$ cat src/rtl/lcd_char_ctrl.sv
// ---------------------------------------------------------------------------
// lcd_char_ctrl
//
// LCD-side responder for the character-write handshake. Drives an
// HD44780-compatible display over its 8-bit, write-only bus.
//
// Operation:
//    - After reset it runs the power-up init sequence.
//    - It then writes one ASCII character per request.
//    - It tracks the cursor column so text wraps from line 1 to line 2
//      and back again.
//
// Ports:
//    clkLCD      in   1  system clock
//    resetLCDn   in   1  asynchronous, active-low reset
//    data        in   8  ASCII character, sampled with writeStart
//    writeStart  in   1  1-cycle request: write data at the cursor
//    clearStart  in   1  1-cycle request: clear display, home cursor
//    initDone    out  1  high once init is complete, held until reset
//    writeDone   out  1  1-cycle pulse when a character write completes
//    clearDone   out  1  1-cycle pulse when a clear completes
//    lcd_e       out  1  LCD enable strobe
//    lcd_rs      out  1  LCD register select (0 command, 1 data)
//    lcd_rw      out  1  LCD read/write, always 0
//    lcd_db      out  8  LCD data bus
// ---------------------------------------------------------------------------
module lcd_char_ctrl #(
   parameter int POWERUP_CYC  = 20000,
   parameter int EN_HIGH_CYC  = 12,
   parameter int CMD_WAIT_CYC = 2500,
   parameter int CLR_WAIT_CYC = 100000
) (
   input  logic       clkLCD,
   input  logic       resetLCDn,
   input  logic [7:0] data,
   input  logic       writeStart,
   input  logic       clearStart,
   output logic       initDone,
   output logic       writeDone,
   output logic       clearDone,
   output logic       lcd_e,
   output logic       lcd_rs,
   output logic       lcd_rw,
   output logic [7:0] lcd_db
);

   // One counter serves every wait. It is sized to the longest wait so
   // that it never wraps in the middle of a wait.
   localparam int MAX_AB  = (POWERUP_CYC > EN_HIGH_CYC) ? POWERUP_CYC : EN_HIGH_CYC;
   localparam int MAX_CD  = (CMD_WAIT_CYC > CLR_WAIT_CYC) ? CMD_WAIT_CYC : CLR_WAIT_CYC;
   localparam int MAX_CYC = (MAX_AB > MAX_CD) ? MAX_AB : MAX_CD;
   localparam int CNT_W   = $clog2(MAX_CYC + 1);

   localparam logic [CNT_W-1:0] PWR_LAST = CNT_W'(POWERUP_CYC - 1);
   localparam logic [CNT_W-1:0] EN_LAST  = CNT_W'(EN_HIGH_CYC - 1);
   localparam logic [CNT_W-1:0] CMD_LAST = CNT_W'(CMD_WAIT_CYC - 1);
   localparam logic [CNT_W-1:0] CLR_LAST = CNT_W'(CLR_WAIT_CYC - 1);

   typedef enum logic [2:0] {
      PWR_WAIT,
      SETUP,
      EN_HI,
      WAIT,
      READY
   } state_t;

   // The operation occupying the bus decides what follows its WAIT phase.
   typedef enum logic [1:0] {
      OP_INIT,
      OP_ADDR,
      OP_CHAR,
      OP_CLR
   } op_t;

   state_t           state_q, state_d;
   op_t              op_q, op_d;
   logic [CNT_W-1:0] cnt_q, cnt_d;
   logic [2:0]       initIdx_q, initIdx_d;
   logic [4:0]       col_q, col_d;
   logic [7:0]       char_q, char_d;
   logic             rs_q, rs_d;
   logic [7:0]       db_q, db_d;
   logic             e_q, e_d;
   logic             initDone_q, initDone_d;
   logic             writeDone_q, writeDone_d;
   logic             clearDone_q, clearDone_d;
   logic             waitLast;

   // Init command table, issued in order with rs=0:
   // function set 8-bit/2-line, again, display on, clear, entry mode.
   function automatic logic [7:0] initCmd(input logic [2:0] idx);
      case (idx)
         3'd0:    initCmd = 8'h38;
         3'd1:    initCmd = 8'h38;
         3'd2:    initCmd = 8'h0C;
         3'd3:    initCmd = 8'h01;
         default: initCmd = 8'h06;
      endcase
   endfunction

   // The clear command needs the long settle time. A data byte of 0x01
   // (rs=1) is an ordinary write and keeps the short wait.
   always_comb begin
      waitLast = 1'b0;
      if (!rs_q && db_q == 8'h01) begin
         waitLast = (cnt_q == CLR_LAST);
      end else begin
         waitLast = (cnt_q == CMD_LAST);
      end
   end

   // All state and all outputs are registered, so the bus pins are
   // glitch-free. Reset aborts any transfer and restarts the power-up wait.
   always_ff @(posedge clkLCD or negedge resetLCDn) begin
      if (!resetLCDn) begin
         state_q     <= PWR_WAIT;
         op_q        <= OP_INIT;
         cnt_q       <= '0;
         initIdx_q   <= '0;
         col_q       <= '0;
         char_q      <= '0;
         rs_q        <= 1'b0;
         db_q        <= '0;
         e_q         <= 1'b0;
         initDone_q  <= 1'b0;
         writeDone_q <= 1'b0;
         clearDone_q <= 1'b0;
      end else begin
         state_q     <= state_d;
         op_q        <= op_d;
         cnt_q       <= cnt_d;
         initIdx_q   <= initIdx_d;
         col_q       <= col_d;
         char_q      <= char_d;
         rs_q        <= rs_d;
         db_q        <= db_d;
         e_q         <= e_d;
         initDone_q  <= initDone_d;
         writeDone_q <= writeDone_d;
         clearDone_q <= clearDone_d;
      end
   end

   // Next-state logic.
   //
   // Every bus transfer walks SETUP -> EN_HI -> WAIT. A transfer is
   // "issued" by loading rs/db and entering SETUP, so the pins are valid
   // one full cycle before lcd_e rises. Whatever comes next is decided
   // in the final WAIT cycle, which lets an address command and its
   // character run back to back.
   always_comb begin
      state_d     = state_q;
      op_d        = op_q;
      cnt_d       = cnt_q;
      initIdx_d   = initIdx_q;
      col_d       = col_q;
      char_d      = char_q;
      rs_d        = rs_q;
      db_d        = db_q;
      e_d         = e_q;
      initDone_d  = initDone_q;
      writeDone_d = 1'b0;
      clearDone_d = 1'b0;

      case (state_q)
         PWR_WAIT: begin
            if (cnt_q == PWR_LAST) begin
               cnt_d     = '0;
               op_d      = OP_INIT;
               initIdx_d = 3'd0;
               rs_d      = 1'b0;
               db_d      = initCmd(3'd0);
               state_d   = SETUP;
            end else begin
               cnt_d = cnt_q + CNT_W'(1);
            end
         end

         SETUP: begin
            cnt_d   = '0;
            e_d     = 1'b1;
            state_d = EN_HI;
         end

         EN_HI: begin
            if (cnt_q == EN_LAST) begin
               cnt_d   = '0;
               e_d     = 1'b0;
               state_d = WAIT;
            end else begin
               cnt_d = cnt_q + CNT_W'(1);
            end
         end

         WAIT: begin
            if (waitLast) begin
               cnt_d = '0;
               case (op_q)
                  OP_INIT: begin
                     if (initIdx_q == 3'd4) begin
                        initDone_d = 1'b1;
                        state_d    = READY;
                     end else begin
                        initIdx_d = initIdx_q + 3'd1;
                        db_d      = initCmd(initIdx_q + 3'd1);
                        state_d   = SETUP;
                     end
                  end
                  OP_ADDR: begin
                     op_d    = OP_CHAR;
                     rs_d    = 1'b1;
                     db_d    = char_q;
                     state_d = SETUP;
                  end
                  OP_CHAR: begin
                     col_d       = col_q + 5'd1;
                     writeDone_d = 1'b1;
                     state_d     = READY;
                  end
                  default: begin
                     col_d       = 5'd0;
                     clearDone_d = 1'b1;
                     state_d     = READY;
                  end
               endcase
            end else begin
               cnt_d = cnt_q + CNT_W'(1);
            end
         end

         READY: begin
            // A write wins over a simultaneous clear.
            // Column 0 (line 1) and column 16 (line 2) need the DDRAM
            // address set explicitly before the character goes out.
            if (writeStart) begin
               char_d  = data;
               cnt_d   = '0;
               state_d = SETUP;
               if (col_q == 5'd16) begin
                  op_d = OP_ADDR;
                  rs_d = 1'b0;
                  db_d = 8'hC0;
               end else if (col_q == 5'd0) begin
                  op_d = OP_ADDR;
                  rs_d = 1'b0;
                  db_d = 8'h80;
               end else begin
                  op_d = OP_CHAR;
                  rs_d = 1'b1;
                  db_d = data;
               end
            end else if (clearStart) begin
               cnt_d   = '0;
               op_d    = OP_CLR;
               rs_d    = 1'b0;
               db_d    = 8'h01;
               state_d = SETUP;
            end
         end

         default: begin
            state_d = PWR_WAIT;
            cnt_d   = '0;
         end
      endcase
   end

   assign initDone  = initDone_q;
   assign writeDone = writeDone_q;
   assign clearDone = clearDone_q;
   assign lcd_e     = e_q;
   assign lcd_rs    = rs_q;
   assign lcd_rw    = 1'b0;
   assign lcd_db    = db_q;

endmodule

$ cat config.mk
export PLATFORM = sky130hd
export DESIGN_NAME = lcd_char_ctrl
export DESIGN_NICKNAME = d
export VERILOG_FILES = /design/src/rtl/lcd_char_ctrl.sv
export SDC_FILE = /design/constraint.sdc
export NUM_CORES = 1
export LEC_CHECK = 0
export CAP_MARGIN = 20
export CELL_PAD_IN_SITES_DETAIL_PLACEMENT = 0
export CELL_PAD_IN_SITES_GLOBAL_PLACEMENT = 1
export CORE_UTILIZATION = 48
export CTS_CLUSTER_SIZE = 8
export DETAILED_ROUTE_END_ITERATION = 10
export GPL_TIMING_DRIVEN = 0
export MAX_ROUTING_LAYER = met4
export PLACE_DENSITY_LB_ADDON = 0.1
export SKIP_LAST_GASP = 1
export SYNTH_ARGS = -nofsm -noshare
export SYNTH_HDL_FRONTEND = slang
export SYNTH_SLANG_ARGS = --single-unit
$ cat constraint.sdc
create_clock -name clkLCD -period 7.95 [get_ports clkLCD]
set_input_delay 1.59 -clock clkLCD [delete_from_list [all_inputs] [get_ports clkLCD]]
set_output_delay 1.59 -clock clkLCD [all_outputs]
set_load 0.05 [all_outputs]
==> results_dict.tcl, run 1 <==
set metrics [dict create \
    pwr-share-clk_pct 15.4 \
    ys_top_cells_by_count "dfrtp_1, nand2_1, nor2_1" \
    cpPeakStageDelay_ps 570 \
    clock_latency_ps 310 \
    yosys.area_share.simple_pct 21.9 \
    path_cells "clkdlybuf4s50_1 -> or3_1 -> clkbuf_1 -> nand2b_1 -> nor3_2 -> o22ai_1" \
    cts_tree "done" \
    antenna_found_initial 0 \
    routed.top_layer "met4" \
    ys_types 53 \
    synth_compound_area_share_pct 18.5 \
    drive_above_1_share_pct 10.3 \
    fmax_mhz 300 \
    synth_ff_type "dfrtp_1" \
    grt_util_all_layers_pct 23.0 \
    p_sw_share_pct 43.4 \
    syn_area_per_cell_um2 9.34 \
    synth-seq-cells 51 \
    grt_max_degree 35 \
    drt-met1-wl_mm 3.54 \
    worst_slew_pin_slew_ps 739 \
    drt_iter0_drc 154 \
    critPathMaxFanout 8 \
    htreeDepth 2 \
    final_max_slew_viol_count 0 \
    outcome "completed" \
    ys_warn_count 0 \
    cts_resized 0 \
    drv_cap 0 \
    root_buffer "clkbuf_8" \
    setup_tns_ps 0 \
    ctsHoldBuffers 0 \
    power_density_nw_per_um2 286 \
    drt_wl_total_mm 6.60 \
    rsz0062_at_grt "false" \
    power.switching_uw 421 \
    period_minus_slack_ps 3330 \
    vias 2473 \
    ios 26 \
    wl_met2_mm 2.80 \
    fp.dieArea_um2 6490 \
    regToRegSetupSlack_ps 5100 \
    p_comb_share_pct 48.2 \
    vias_per_cell 5.82 \
    worstPathArrival_ps 3490 \
    yosys-top-cells-area "dfrtp_1, mux2_2, nand2_1" \
    synthDominantCellAreaShare_pct 43.1 \
    power.leakage_nw 1.40 \
    hold_viol 0 \
    cts_buffers 5 \
    synth_area_leader_cell "dfrtp_1" \
    fin_nets 369 \
    start_util_pct 50.0 \
    syn_to_final_growth_pct 14.7 \
    clockBufferDepth 2 \
    coreArea_um2 5920 \
    wl_met3_um 189 \
    worstPathRequired_ps 8110 \
    skew_ps 9.81 \
    wl_per_cell_um 15.5 \
    hold_class "reg -> reg" \
    diodes 0 \
    synthAdderAreaFrac_pct 3.38 \
    die_y_um 80.6 \
    power_uw 971 \
    grt_overflow 0 \
    synth_mux_area_share_pct 8.58 \
    yosysSeqAreaShare_pct 43.1 \
    synth_xor_area_share_pct 0.296 \
    grt_pass1_wl_mm 11.1 \
    cp-start-kind "primary input" \
    slowest_stage "clkdlybuf4s50_1" \
    place.port_buffers 24 \
    async_reset_ff_share_pct 100 \
    p_int_uw 550 \
    seqPwrFrac_pct 36.4 \
    crit_type "in -> reg" \
    fill_cells 572 \
    grt_pass1_vias 2238 \
    post_cts_buffers 0 \
    syn_nets 337 \
    cts.clk_slew.worst_paths_ps 90 \
    rows 28 \
    synth.most_common_cell "dfrtp_1" \
    synthCells 317 \
    synth-edff-count 0 \
    die_width_um 80.6 \
    drc 0 \
    peakVddDrop_mv 0.163 \
    timing.slew.headroom_pct 50.3 \
    ant_nets 0 \
    first_pass_iters 4 \
    setup_violations 0 \
    endpoint_kind "flip-flop" \
    cts_num_sinks 51 \
    synth_area_um2 2960 \
    finalCritPeriodShare_pct 41.9 \
    place_congestion 0.868 \
    synth_top_family_by_area "simple AND/OR/NAND/NOR gates" \
    hpwl_mm 4.92 \
]
[flip-flops by register name, indices dropped and copies added, names as in the netlist]
register and cells:
lcd_db 8, state_q 3, lcd_e 1, writeDone 1
char_q 8, lcd_rs 1, col_q 5, op_q 2
cnt_q 17, clearDone 1, initIdx_q 3, initDone 1
[metrics by stage]
| stage | worst slack (ps) | utilization (%) | hold slack (ps) | std cells | area [um^2] |
|---|---|---|---|---|---|
| after floorplan | 5130 | - | 477 | 317 | 2960 |
| after global placement | 3740 | 55.7 | 480 | 416 | 3300 |
| after detailed placement | 4310 | 55.9 | 479 | 417 | 3310 |
| after CTS | 4630 | 57.4 | 508 | 425 | 3400 |
| after global routing | 4450 | 57.4 | 521 | 425 | 3400 |
| final | 4620 | 57.4 | 503 | 425 | 3400 |
[worst max-delay path, delay by kind of cell]
kind / cells / cell delay [ps]
simple gates: 3 / 890
compound gates: 1 / 130
buf+inv: 2 / 880
[final cells by class]
class / instances / area, um^2 / area share, %
repair buffers: 25 / 255 / 7.52
clock inverters: 2 / 12.5 / 0.368
plain buffers: 19 / 85.1 / 2.51
inverters: 10 / 37.5 / 1.11
multi-input cells: 237 / 1560 / 46.0
well taps: 75 / 93.8 / 2.76
flip-flops and latches: 51 / 1280 / 37.6
clock buffers: 6 / 72.6 / 2.14
[placed cells by master (no fill, tap or decap), types with 2 or more instances in the layout]
master / n
a221o_1: 2
nor3_1: 12
nand3b_1: 2
nor4_1: 5
clkbuf_1: 16
o22ai_1: 3
clkbuf_8: 5
inv_1: 10
mux2_2: 19
nor3b_1: 3
a21o_1: 2
a211oi_1: 3
o21ai_0: 18
mux2i_1: 4
a21oi_1: 14
a31oi_1: 2
o311ai_0: 4
nor2_1: 25
clkdlybuf4s50_1: 23
ha_1: 8
or3_1: 4
nand3_1: 14
nor4b_1: 3
nand2b_1: 4
buf_2: 3
nand4_1: 8
and2_1: 4
o21a_1: 4
dfrtp_1: 51
o2bb2ai_1: 6
nor2b_1: 3
o31ai_1: 11
or4_1: 3
nand2_1: 28
[power groups by stage]
stage,Clock [mW],Sequential [mW],Combinational (mW)
6_report,0.149,0.354,0.468
5_1_grt,0.166,0.360,0.512
4_1_cts,0.154,0.354,0.468
3_5_place_dp,0,0.359,0.467
3_3_place_gp,0,0.358,0.467
2_1_floorplan,0,0.405,0.293
[final timing paths]
| kind | from | end | cells after the start |
|---|---|---|---|
| setup / recovery | writeStart | cnt_q[2] | 6 |
| setup reg to reg | cnt_q[0] | lcd_db[6] | 8 |
| hold / removal | initDone | initDone | 1 |
| max in group asynchronous | resetLCDn | char_q[3] | 2 |
| min in group asynchronous | resetLCDn | char_q[7] | 1 |
| hold reg to reg | initDone | initDone | 1 |
[kinds of logic after synthesis]
kind of cell | after synthesis
AND/OR/NAND/NOR | 125
AO/OA/AOI/OAI | 79
flip-flops | 51
buffers and inverters | 29
multiplexers | 23
adder cells (fa/ha/maj) | 8
other | 1
XOR/XNOR | 1
[routing by layer]
metal | global-route usage, % | vias to the layer above
li1 | - | 1239
met1 | 35.2 | 1188
met2 | 31.2 | 38
met3 | 3.86 | 8
met4 | 5.36 | 0
met5 | - | -
No activity file was read; power rests on OpenSTA's default activity.
==> run 2, diff against run 1 <==
--- a/config.mk
+++ b/config.mk
@@ -8,7 +8,7 @@
 export CAP_MARGIN = 20
 export CELL_PAD_IN_SITES_DETAIL_PLACEMENT = 0
 export CELL_PAD_IN_SITES_GLOBAL_PLACEMENT = 1
-export CORE_UTILIZATION = 48
+export CORE_UTILIZATION = 45
 export CTS_CLUSTER_SIZE = 8
 export DETAILED_ROUTE_END_ITERATION = 10
 export GPL_TIMING_DRIVEN = 0
==> constraint.sdc (replaced) <==
create_clock -name clkLCD -period 3.2 [get_ports clkLCD]
set_input_delay 0.64 -clock clkLCD [delete_from_list [all_inputs] [get_ports clkLCD]]
set_output_delay 0.64 -clock clkLCD [all_outputs]
set_load 0.05 [all_outputs]
==> results_dict.tcl, run 2 (synthesis gave the netlist of run 1 again) <==
set metrics [dict create \
    outcome "completed" \
    htreeDepth 2 \
    diodes 0 \
    root_buffer "clkbuf_8" \
    crit_buf_inv 1 \
    final_common_cell "dfrtp_1" \
    wl_per_cell_um 16.0 \
    start_util_pct 46.6 \
    cpPeakStageDelay_ps 420 \
    period_minus_slack_ps 2830 \
    hold_slack_ps 259 \
    final_cell_mix "dfrtp_1, nand2_1, nor2_1" \
    grt_max_degree 34 \
    power_mw 2.59 \
    grt_pass1_vias 2409 \
    crit_type "reg -> reg" \
    clockBufferDepth 2 \
    grt_util_all_layers_pct 21.6 \
    setup_tns_ps 0 \
    power_density_nw_per_um2 752 \
    fin_area_um2 3450 \
    hold_class "in -> async" \
    hold_viol 0 \
    drv_cap 0 \
    worstPathArrival_ps 3030 \
    regMostFlops "cnt_q" \
    timing.slew.headroom_pct 52.3 \
    first_pass_iters 6 \
    ant_nets 0 \
    drt_iter0_drc 170 \
    cts_num_sinks 51 \
    finalCritPeriodShare_pct 88.4 \
    fp.dieArea_um2 6910 \
    dpl_cell_area_um2 3310 \
    endpoint_kind "flip-flop" \
    power.leakage_nw 1.43 \
    cts_resized 0 \
    final_max_slew_viol_count 0 \
    regToRegSetupSlack_ps 370 \
    cp-start-kind "flip-flop" \
    fin_nets 369 \
    rsz0062_at_grt "false" \
    rows 29 \
    vias 2441 \
    cts.clk_slew.worst_paths_ps 100 \
    drive_above_1_share_pct 10.6 \
    drt_wl_total_mm 6.84 \
    drc 0 \
    post_cts_buffers 0 \
    cts_tree "done" \
    die_width_um 83.1 \
    path_cells "ha_1 -> and4_1 -> nand4_1 -> o41a_1 -> or3_1 -> buf_2 -> a21oi_4 -> mux2_2" \
    cts_buffers 5 \
    die_y_um 83.1 \
    r2r_start "cnt_q[0]" \
    place.port_buffers 24 \
    setup_violations 0 \
    vias_per_cell 5.72 \
    largest_reg_flops 17 \
    ios 26 \
    worstPathRequired_ps 3400 \
    r2r-end "lcd_db[3]" \
    place_congestion 0.880 \
    syn_to_final_growth_pct 16.5 \
    fmax_mhz 354 \
    slowest_stage "o41a_1" \
    coreArea_um2 6350 \
    grt_overflow 0 \
    grt_pass1_wl_mm 11.7 \
    worst_slew_pin_slew_ps 710 \
    crit_family "simple AND/OR/NAND/NOR gates" \
    critPathMaxFanout 8 \
    hpwl_mm 5.04 \
    ctsHoldBuffers 0 \
    rr_worst_depth 8 \
    clock_latency_ps 310 \
    antenna_found_initial 0 \
    peakVddDrop_mv 0.369 \
    skew_ps 8.23 \
]
==> run 2: cell count changes in the layout (fill, tap and decap cells not counted), sizes merged <==
cell	change
bufinv	+2
clkbuf	-1
clkinv	-1
==> run 2: where the power goes <==
part / switching [mW] / internal, mW
Combinational: 0.745 / 0.432
Sequential: 0.100 / 0.780
Clock: 0.225 / 0.312
Total: 1.07 / 1.52
==> run 2: worst max-delay path by stage <==
stage,from,to,slack (ps),cells after the start
2_1_floorplan,cnt_q[0],lcd_db[0],700,8
3_3_place_gp,resetLCDn,cnt_q[11],-80,1
3_5_place_dp,cnt_q[0],lcd_db[0],380,8
4_1_cts,cnt_q[0],lcd_db[0],370,8
5_1_grt,cnt_q[0],lcd_db[2],190,8
6_report,cnt_q[0],lcd_db[3],370,8
==> run 2: final cells by class <==
| type | count | area [um^2] |
|---|---|---|
| fillers | 582 | 2900 |
| repair buffers | 25 | 255 |
| clock inverters | 3 | 67.6 |
| multi-input cells | 237 | 1560 |
| plain buffers | 19 | 85.1 |
| well taps | 77 | 96.3 |
| clock buffers | 5 | 68.8 |
| flip-flops and latches | 51 | 1280 |
| inverters | 10 | 37.5 |
==> run 2: metrics by stage <==
| step | instances | util (%) | worst slack [ps] |
|---|---|---|---|
| 4_1_cts | 427 | 54.3 | 372 |
| 3_3_place_gp | 418 | 51.9 | -85.0 |
| 3_5_place_dp | 419 | 52.2 | 384 |
| 2_1_floorplan | 317 | - | 704 |
| 5_1_grt | 427 | 54.3 | 186 |
| 6_report | 427 | 54.3 | 372 |
==> run 2: per-layer routing <==
layer	up-vias	share of wire [%]	GRT usage (%)
met2	28	43	30.3
met4	0	1.1	5.49
met1	1173	54	32.6
met3	7	2.7	3.38
met5	-	0	-
li1	1233	-	-
==> run 3, diff against run 2 <==
--- a/config.mk
+++ b/config.mk
@@ -11,6 +11,7 @@
 export CORE_UTILIZATION = 45
 export CTS_CLUSTER_SIZE = 8
 export DETAILED_ROUTE_END_ITERATION = 10
+export GPL_ROUTABILITY_DRIVEN = 1
 export GPL_TIMING_DRIVEN = 0
 export MAX_ROUTING_LAYER = met4
 export PLACE_DENSITY_LB_ADDON = 0.1
==> results of run 3 <==
No change in the layout: final DEF, timing and power equal those of run 2.
